`config.mk`:
```
export PLATFORM = sky130hd
export DESIGN_NAME = mem_responder
export DESIGN_NICKNAME = d
export VERILOG_FILES = /design/src/rtl/mem_responder.sv
export SDC_FILE = /design/constraint.sdc
export NUM_CORES = 2
export LEC_CHECK = 0
export BUFFER_PORTS_ARGS = -buffer_cell sky130_fd_sc_hd__buf_2
export CORE_UTILIZATION = 50
export DETAILED_ROUTE_END_ITERATION = 7
export MAX_ROUTING_LAYER = met4
export PLACE_DENSITY = 0.65
export SLEW_MARGIN = 25
export SYNTH_ARGS = -nofsm -noshare
export SYNTH_HDL_FRONTEND = slang
export SYNTH_SLANG_ARGS = --single-unit
```
`constraint.sdc`:
```
create_clock -name CLK -period 8.7 [get_ports CLK]
set_input_delay 0.435 -clock CLK [delete_from_list [all_inputs] [get_ports CLK]]
set_output_delay 0.435 -clock CLK [all_outputs]
set_load 0.01 [all_outputs]
```
`src/rtl/mem_responder.sv`:
```
// Memory-side responder: unified instruction/data RAM plus two memory-mapped I/O
// words, a programmable number of wait states and a one-cycle Ready completion pulse.
module mem_responder #(
  parameter int                ADDR_W      = 8,
  parameter int                DATA_W      = 16,
  parameter int                WAIT_CYCLES = 1,
  parameter logic [ADDR_W-1:0] IO_IN_ADDR  = {{(ADDR_W-1){1'b1}}, 1'b0},
  parameter logic [ADDR_W-1:0] IO_OUT_ADDR = {ADDR_W{1'b1}}
) (
  input  logic              CLK,
  input  logic              Reset,
  input  logic              MemRead,
  input  logic              MemWrite,
  input  logic [ADDR_W-1:0] Addr,
  input  logic [DATA_W-1:0] WriteData,
  input  logic [DATA_W-1:0] IOIn,
  output logic [DATA_W-1:0] ReadData,
  output logic              Ready,
  output logic              Busy,
  output logic [DATA_W-1:0] IOOut,
  output logic              Err
);

  typedef enum logic [1:0] {
    S_IDLE = 2'd0,
    S_WAIT = 2'd1,
    S_DONE = 2'd2,
    S_HOLD = 2'd3
  } state_t;

  localparam bit         NO_WAIT   = (WAIT_CYCLES == 32'sd0);
  localparam logic [3:0] WAIT_INIT = NO_WAIT ? 4'd0 : 4'(WAIT_CYCLES - 32'sd1);

  state_t              state_r, state_s;
  logic [3:0]          cnt_r, cnt_s;
  logic [ADDR_W-1:0]   addr_r;
  logic [DATA_W-1:0]   data_r;
  logic                wr_r;
  logic [DATA_W-1:0]   rdata_r;
  logic                ready_r;
  logic                busy_r;
  logic [DATA_W-1:0]   ioout_r;
  logic                err_r;
  logic [DATA_W-1:0]   mem_r [0:(32'sd1 << ADDR_W) - 32'sd1];

  logic                accept_s;
  logic                conflict_s;
  logic                commit_s;
  logic [ADDR_W-1:0]   req_addr_s;
  logic [DATA_W-1:0]   req_data_s;
  logic                req_wr_s;
  logic [DATA_W-1:0]   rd_val_s;

  // Next-state logic: accept exactly one strobe in IDLE, count waits, then hold until strobes drop
  always_comb begin
    state_s    = state_r;
    cnt_s      = cnt_r;
    accept_s   = 1'b0;
    conflict_s = 1'b0;
    case (state_r)
      S_IDLE: begin
        if (MemRead && MemWrite) begin
          conflict_s = 1'b1;
        end else if (MemRead || MemWrite) begin
          accept_s = 1'b1;
          if (NO_WAIT) begin
            state_s = S_DONE;
          end else begin
            state_s = S_WAIT;
            cnt_s   = WAIT_INIT;
          end
        end else begin
          state_s = S_IDLE;
        end
      end
      S_WAIT: begin
        if (cnt_r == 4'd0) begin
          state_s = S_DONE;
        end else begin
          cnt_s = cnt_r - 4'd1;
        end
      end
      S_DONE: state_s = S_HOLD;
      S_HOLD: begin
        if (!MemRead && !MemWrite) begin
          state_s = S_IDLE;
        end else begin
          state_s = S_HOLD;
        end
      end
      default: state_s = S_IDLE;
    endcase
  end

  // With zero wait states the commit edge is also the acceptance edge, so bypass the latches
  always_comb begin
    commit_s   = (state_s == S_DONE) && (state_r != S_DONE);
    req_addr_s = accept_s ? Addr      : addr_r;
    req_data_s = accept_s ? WriteData : data_r;
    req_wr_s   = accept_s ? MemWrite  : wr_r;
    if (req_addr_s == IO_IN_ADDR) begin
      rd_val_s = IOIn;
    end else if (req_addr_s == IO_OUT_ADDR) begin
      rd_val_s = ioout_r;
    end else begin
      rd_val_s = mem_r[req_addr_s];
    end
  end

  // Control and output registers
  always_ff @(posedge CLK) begin
    if (!Reset) begin
      state_r <= S_IDLE;
      cnt_r   <= 4'd0;
      addr_r  <= {ADDR_W{1'b0}};
      data_r  <= {DATA_W{1'b0}};
      wr_r    <= 1'b0;
      rdata_r <= {DATA_W{1'b0}};
      ready_r <= 1'b0;
      busy_r  <= 1'b0;
      ioout_r <= {DATA_W{1'b0}};
      err_r   <= 1'b0;
    end else begin
      state_r <= state_s;
      cnt_r   <= cnt_s;
      ready_r <= (state_s == S_DONE);
      busy_r  <= (state_s != S_IDLE);
      if (accept_s) begin
        addr_r <= Addr;
        data_r <= WriteData;
        wr_r   <= MemWrite;
      end
      if (conflict_s) begin
        err_r <= 1'b1;
      end
      if (commit_s && req_wr_s && (req_addr_s == IO_OUT_ADDR)) begin
        ioout_r <= req_data_s;
      end
      if (commit_s && !req_wr_s) begin
        rdata_r <= rd_val_s;
      end
    end
  end

  // RAM write port; contents survive reset, but an aborted write never lands
  always_ff @(posedge CLK) begin
    if (Reset && commit_s && req_wr_s &&
        (req_addr_s != IO_IN_ADDR) && (req_addr_s != IO_OUT_ADDR)) begin
      mem_r[req_addr_s] <= req_data_s;
    end
  end

  assign ReadData = rdata_r;
  assign Ready    = ready_r;
  assign Busy     = busy_r;
  assign IOOut    = ioout_r;
  assign Err      = err_r;

endmodule

```
# Yosys cells after proc, flatten, opt, wreduce, memory -nomap -nowiden

Memory sizes are Yosys's and may differ from the RTL's.
Cells that the tools add are included.

Register bits: 66
Memory bits (writable): 4,096
Input bits: 44
Output and inout port bits: 35
Logic and storage cells: 64
Memories kept: 1

Memory list:

| memory | depth | bits a word | rd ports | clocked after Yosys merged registers in | wr ports | line | text |
|---|---|---|---|---|---|---|---|
| mem_r  | 256   | 16          | 1        | 0                                       | 1        | 44   | `logic [DATA_W-1:0] mem_r [0:(32'sd1 << ADDR_W) - 32'sd1];` |

$add $sub $neg: 1
Eq/ne operators: 12
Multiplexer cells: 21
Reduce and logical (&&, ||, !) cells: 19

Operator list:

| kind                                                                   | count |
|---|---|
| 16-bit 2-to-1 mux                                                      | 3 |
| 8-bit equality test (second input constant)                            | 2 |
| 8-bit inequality test (second input constant)                          | 2 |
| 4-bit 2-to-1 mux                                                       | 3 |
| 1-bit logical AND                                                      | 10 |
| 1-bit 2-to-1 mux                                                       | 9 |
| 8-bit 2-to-1 mux                                                       | 1 |
| 2-bit inequality test (second input constant)                          | 4 |
| 2-bit case mux with 4 select lines                                     | 1 |
| 4-bit case mux with 2 select lines                                     | 1 |
| 2-bit equality test (second input constant)                            | 3 |
| 2-bit 2-to-1 mux                                                       | 3 |
| 4-bit zero test                                                        | 1 |
| 4-bit AND reduction                                                    | 1 |
| 2-bit nonzero test                                                     | 2 |
| 4-bit by 1-bit subtractor with 4-bit output (second input constant)    | 1 |
| 1-bit zero test                                                        | 3 |
| 2-bit by 1-bit equality test with 1-bit output (second input constant) | 1 |
| 2-bit zero test                                                        | 1 |
| 1-bit logical OR                                                       | 1 |

# Longest topological paths before layout

Depth in word-level cells: 12
Depth in mapped cells: 18
Depth with buffers taken out: 11

# Worst setup path after synthesis

Ideal clock, no wire load.

Path kind: in2reg
Start point: input port MemRead
End point: memory mem_r[0][0], data pin
Library setup time: 828 ps
Data arrival time: 5,228 ps
Data required time: 7,872 ps
Setup slack: 2,644 ps
Stages: 9
Buffers on the path: 4
Cells stage by stage: inv_1 > ha_1 > nor3b_2 > buf_4 > clkbuf_1 > buf_1 > buf_1 > nand2_1 > nand2_1

Cells in the longest elaborated chain, start to end: 5
Elaborated cells between the ends (all ways): 6
Those cells by class: mux: 4; reduce/logical: 2

Ends and longest elaborated chain:

| item                  | line | text |
|---|---|---|
| start: declaration    | 12   | `input logic MemRead,` |
| 1-bit logical OR      | 64   | `end else if (MemRead \|\| MemWrite) begin` |
| 1-bit 2-to-1 mux      | 64   |  |
| 1-bit 2-to-1 mux (*)  | 62   | `if (MemRead && MemWrite) begin` |
| 1-bit 2-to-1 mux (*)  | 60   | `case (state_r)` |
| 16-bit 2-to-1 mux (*) | n/a  |  |
| net req_data_s[0]     | 50   | `logic [DATA_W-1:0] req_data_s;` |
| end: declaration      | 44   |  |

Mark *: on every way through the listed nets, which the timed path passes. The rest lies on a longest branch.

# Worst setup path in the final report

Start point: input port MemRead
End point: register rdata_r[10] (netlist: ReadData[10])

Cells in the longest elaborated chain, start to end: 8
Elaborated cells between the ends (all ways): 22
Those cells by class: eq/ne: 3; mux: 11; reduce/logical: 7; memory: 1

Ends and longest elaborated chain:

| item                                                              | line | text |
|---|---|---|
| 1-bit logical OR                                                  | 64   |  |
| 1-bit 2-to-1 mux                                                  | 64   |  |
| 1-bit 2-to-1 mux                                                  | 62   |  |
| 1-bit 2-to-1 mux                                                  | 60   |  |
| 8-bit 2-to-1 mux                                                  | n/a  |  |
| memory 256 x 16 bit / 8-bit equality test (equally long branches) | n/a  |  |
| 16-bit 2-to-1 mux                                                 | 103  | `end else if (req_addr_s == IO_OUT_ADDR) begin` |
| 16-bit 2-to-1 mux                                                 | 101  | `if (req_addr_s == IO_IN_ADDR) begin` |
| end signal: assignment                                            | 118  | `rdata_r <= {DATA_W{1'b0}};` |
| end signal: assignment                                            | 140  | `rdata_r <= rd_val_s;` |
| end: declaration                                                  | 39   | `logic [DATA_W-1:0] rdata_r;` |

Several ways; a longest one is shown, not always the timed one.
A chain may end at the register's enable or synchronous reset.

==> metrics.md <==
| Metric | Value |
|---|---|
| Maximum vdd ir drop | `roughly 0.28 mV` |
| Cts bufs inserted | `405` |
| Top_reg_cell synth | `edfxtp_1` |
| Total track usage | `between 30 and 40%` |
| Router iterations before antenna repair | `7` |
| Number of enable flip-flop cells after synthesis | `roughly 4000` |
| MaxCap Viol Count | `0` |
| Most frequent cells in the layout | `edfxtp_1, mux2i_1, nand2_1` |
| Syn Std Cell Area | `roughly 160000 sq um` |
| Worst Path Arrival | `around 7200 ps` |
| HP Class | `input pin to flip-flop` |
| Die area | `325000 sq um` |
| Port Buffers | `78` |
| Die width | `between 500 and 600 microns` |
| WS Path Type | `input pin to flip-flop` |
| Final worst clock skew | `65.1 ps` |
| Initial antenna violation count | `34` |
| CTS tree | `done` |
| Rows | `approximately 210` |
| Routed Antenna Nets | `0` |
| Endpoint, Worst Hold | `addr_r[3]$_SDFF_PN0_` |
| Final WL | `493000 microns` |
| Hold Crit Depth | `4` |
| Worst r2r src | `state_r[0]$_SDFF_PN0_` |
| RSZ-0062 raised after global routing | `no` |
| Area growth syn-to-layout | `13.0%` |
| Synth area leaders | `edfxtp_1, mux2i_1, nand2_1, o22ai_1, mux4_2` |
| Share of cells above drive strength 1 | `about 15%` |
| Syn avg cell area | `roughly 17 sq um` |
| Final period utilization | `between 70 and 80%` |
| Via count | `94800` |
| CTS Root Cell | `clkbuf_16` |
| Relative slew slack | `a little over a fifth` |
| Endpoints failing hold | `0` |
| Clock transition at path regs | `roughly 60 ps` |
| Critical path capture point type | `flip-flop` |
| Gr ovfl total | `0` |
| Number of setup buffers added after CTS | `0` |
| Vias in the first global route | `about 90000` |
| Crit start category | `input pin` |
| Ys async rst share | `0%` |
| FF-to-FF path depth | `13` |
| Cell count after synthesis | `a little under 10000` |
| Gpl congestion | `between 0.9 and 1` |
| Yosys top cell by area | `edfxtp_1` |
| Fmax | `between 0.15 and 0.2 GHz` |
| Clk_lat worst skew | `1000 ps` |
| Io pins | `79` |
| Commonest non-fill, non-tap cell in the layout | `edfxtp_1` |
| Fill cell count | `roughly 24000` |
| Initial Util | `about 50%` |
| Slew Limit Fails | `0` |
| # setup viols final | `0` |
| Initial DRC count | `between 10000 and 15000` |
| CTS max path bufs | `4` |
| Worst Min Path Start | `Addr[3]` |
| Status | `finished, final reports clean` |
| DP HPWL | `292000 microns` |
| Die Ht | `around 570 microns` |
| Share of the synthesized area in the top cell type | `between 70% and 80%` |
| Seq/Total Area, Yosys | `slightly below 80%` |
| Dpl cell area | `~170000 sq um` |
| Clock sink count | `approximately 4200` |
| Pin count of the biggest net entering global routing | `roughly 220` |
| Power density cells | `308 nW/um^2` |
| H-tree levels | `5` |
| Worst R2R Setup Slack | `about 2400 ps` |
| Leak | `~64 nW` |
| First-pass GRT wire length | `slightly below 700000 microns` |
| WP data required | `roughly 9600 ps` |
| Netlist cell types | `between 70 and 80` |
| Setup TNS | `0 ps` |
| CORE AREA | `321000 sq um` |
| DRC | `0` |
| Worst-Margin Slew | `approximately 1200 ps` |
| Drt via density | `approximately 6.4` |
| Final nets | `a little over 10000` |
| Yosys warning total | `0` |
| Routed length per instance | `approximately 33 microns` |
| CP max FO | `35` |
| #FFs+latches synth | `about 4200` |
| Terminus of the critical flop-to-flop path | `ReadData[10]$_SDFFE_PN0P_` |
| Non-Filler Cell Area, Final | `182000 sq um` |
| Min cycle time layout | `about 6300 ps` |
-- Yosys cell counts (8+ instances only) --
| master | number |
|---|---|
| mux2i_1 | 1244 |
| nor2_1 | 296 |
| a32oi_1 | 10 |
| o21ai_0 | 129 |
| and2_1 | 25 |
| o22ai_1 | 580 |
| buf_2 | 154 |
| clkbuf_1 | 202 |
| o21a_1 | 9 |
| nand3_1 | 244 |
| or4_1 | 63 |
| a22oi_1 | 33 |
| buf_6 | 18 |
| mux4_2 | 107 |
| nor3_1 | 37 |
| or4b_2 | 11 |
| and3_1 | 31 |
| o211ai_1 | 17 |
| nand2_1 | 1194 |
| nand4_1 | 33 |
| o31ai_1 | 16 |
| a2111oi_0 | 10 |
| buf_1 | 84 |
| o22a_1 | 12 |
| a31oi_1 | 45 |
| buf_4 | 134 |
| a222oi_1 | 26 |
| nand2b_1 | 12 |
| a311oi_1 | 8 |
| a211oi_1 | 11 |
| mux2_2 | 93 |
| a21oi_1 | 383 |
| nor4_1 | 155 |
| edfxtp_1 | 4096 |
| dfxtp_1 | 66 |
| or3_1 | 10 |
| o221ai_1 | 15 |
| nor2b_1 | 21 |
-- layer usage --
| metal | wire (microns) | part of all wire [%] | up-vias | GRT usage (%) |
|---|---|---|---|---|
| li1 | - | - | 39100 | - |
| met1 | 183000 | 37 | 48500 | 40.8 |
| met2 | 224000 | 45 | 6144 | 45.7 |
| met3 | 58400 | 12 | 1170 | 6.55 |
| met4 | 27600 | 5.6 | 0 | 15.0 |
| met5 | 0 | 0 | - | - |
-- through the flow --
stage                     setup slack (ps)  power, mW  cells  utilization (%)  hold slack [ps]
after global placement                1630       38.7  14000             52.6              496
final                                 2370       56.2  14800             56.8             83.0
after floorplan                       2640       33.3   9761                -              479
after detailed placement              2100       39.0  14000             52.7              512
after CTS                             2570       55.8  14800             56.7             17.4
after global routing                  2430       57.3  14800             56.8             48.4
-- power by group --
| part | switching [mW] | total, mW | internal, mW |
|---|---|---|---|
| registers | 0.131 | 24.4 | 24.2 |
| clock network | 7.53 | 17.1 | 9.57 |
| logic | 10.8 | 14.7 | 3.89 |
-- state kept, by name (all words and copies together) (netlist names) --
signal	cells
cnt_r	4
Ready	1
addr_r	8
state_r	2
ReadData	16
wr_r	1
data_r	16
IOOut	16
Busy	1
mem_r	4096
Err	1
-- worst max path at each step --
stage	startpoint	to	slack (ps)	cells past startpoint
floorplan	MemRead	mem_r[0][0]$_DFFE_PP_	2640	9
global placement	MemRead	ReadData[3]$_SDFFE_PN0P_	1630	15
global route	MemRead	ReadData[8]$_SDFFE_PN0P_	2430	17
detailed placement	MemRead	ReadData[4]$_SDFFE_PN0P_	2100	15
finish	MemRead	ReadData[10]$_SDFFE_PN0P_	2370	17
CTS	state_r[0]$_SDFF_PN0_	ReadData[4]$_SDFFE_PN0P_	2570	12
-- cell families after synthesis --
family	count (synthesis)	share of synthesized area, %
DFF	4162	77.0
and+or+nand+nor	2149	5.91
muxes	1446	9.88
AOI/OAI and AO/OA	1368	5.23
buffers and inverters	598	1.91
adders and majority gates	3	0.0233
xor gates and xnor gates	3	0.0163
other	1	0.00232
-- final cells by class --
class                      count  area [sq um]  share of cell area [%]
clock buffer                 494         10700                    5.89
inverter                       6          22.5                  0.0124
multi-input combinational   5001         35200                    19.3
timing repair buffer         556          4540                    2.49
clock inverter               237          2040                    1.12
antenna                       39          97.6                  0.0535
tap                         4305          5390                    2.95
sequential                  4162        124000                    68.2
-- critical path, cell delays in order --
cell           delay, ps
dlygate4sd3_1        520
buf_2                120
inv_1                 60
ha_1                 320
or3b_2               550
buf_4                350
mux2_2               510
buf_4                300
nand2_4              640
buf_12               300
buf_12               290
o22ai_1              150
nor4_1               790
o22ai_1              380
o21ai_0              870
o2111a_1             370
a31oi_1               90
-- repair_timing --
| item | in CTS | in global routing |
|---|---|---|
| hold endpoints to repair | 9 | 0 |
| hold buffers | 9 | 0 |
| resized for setup | 0 | 0 |
No activity file was read; power rests on OpenSTA's default activity.
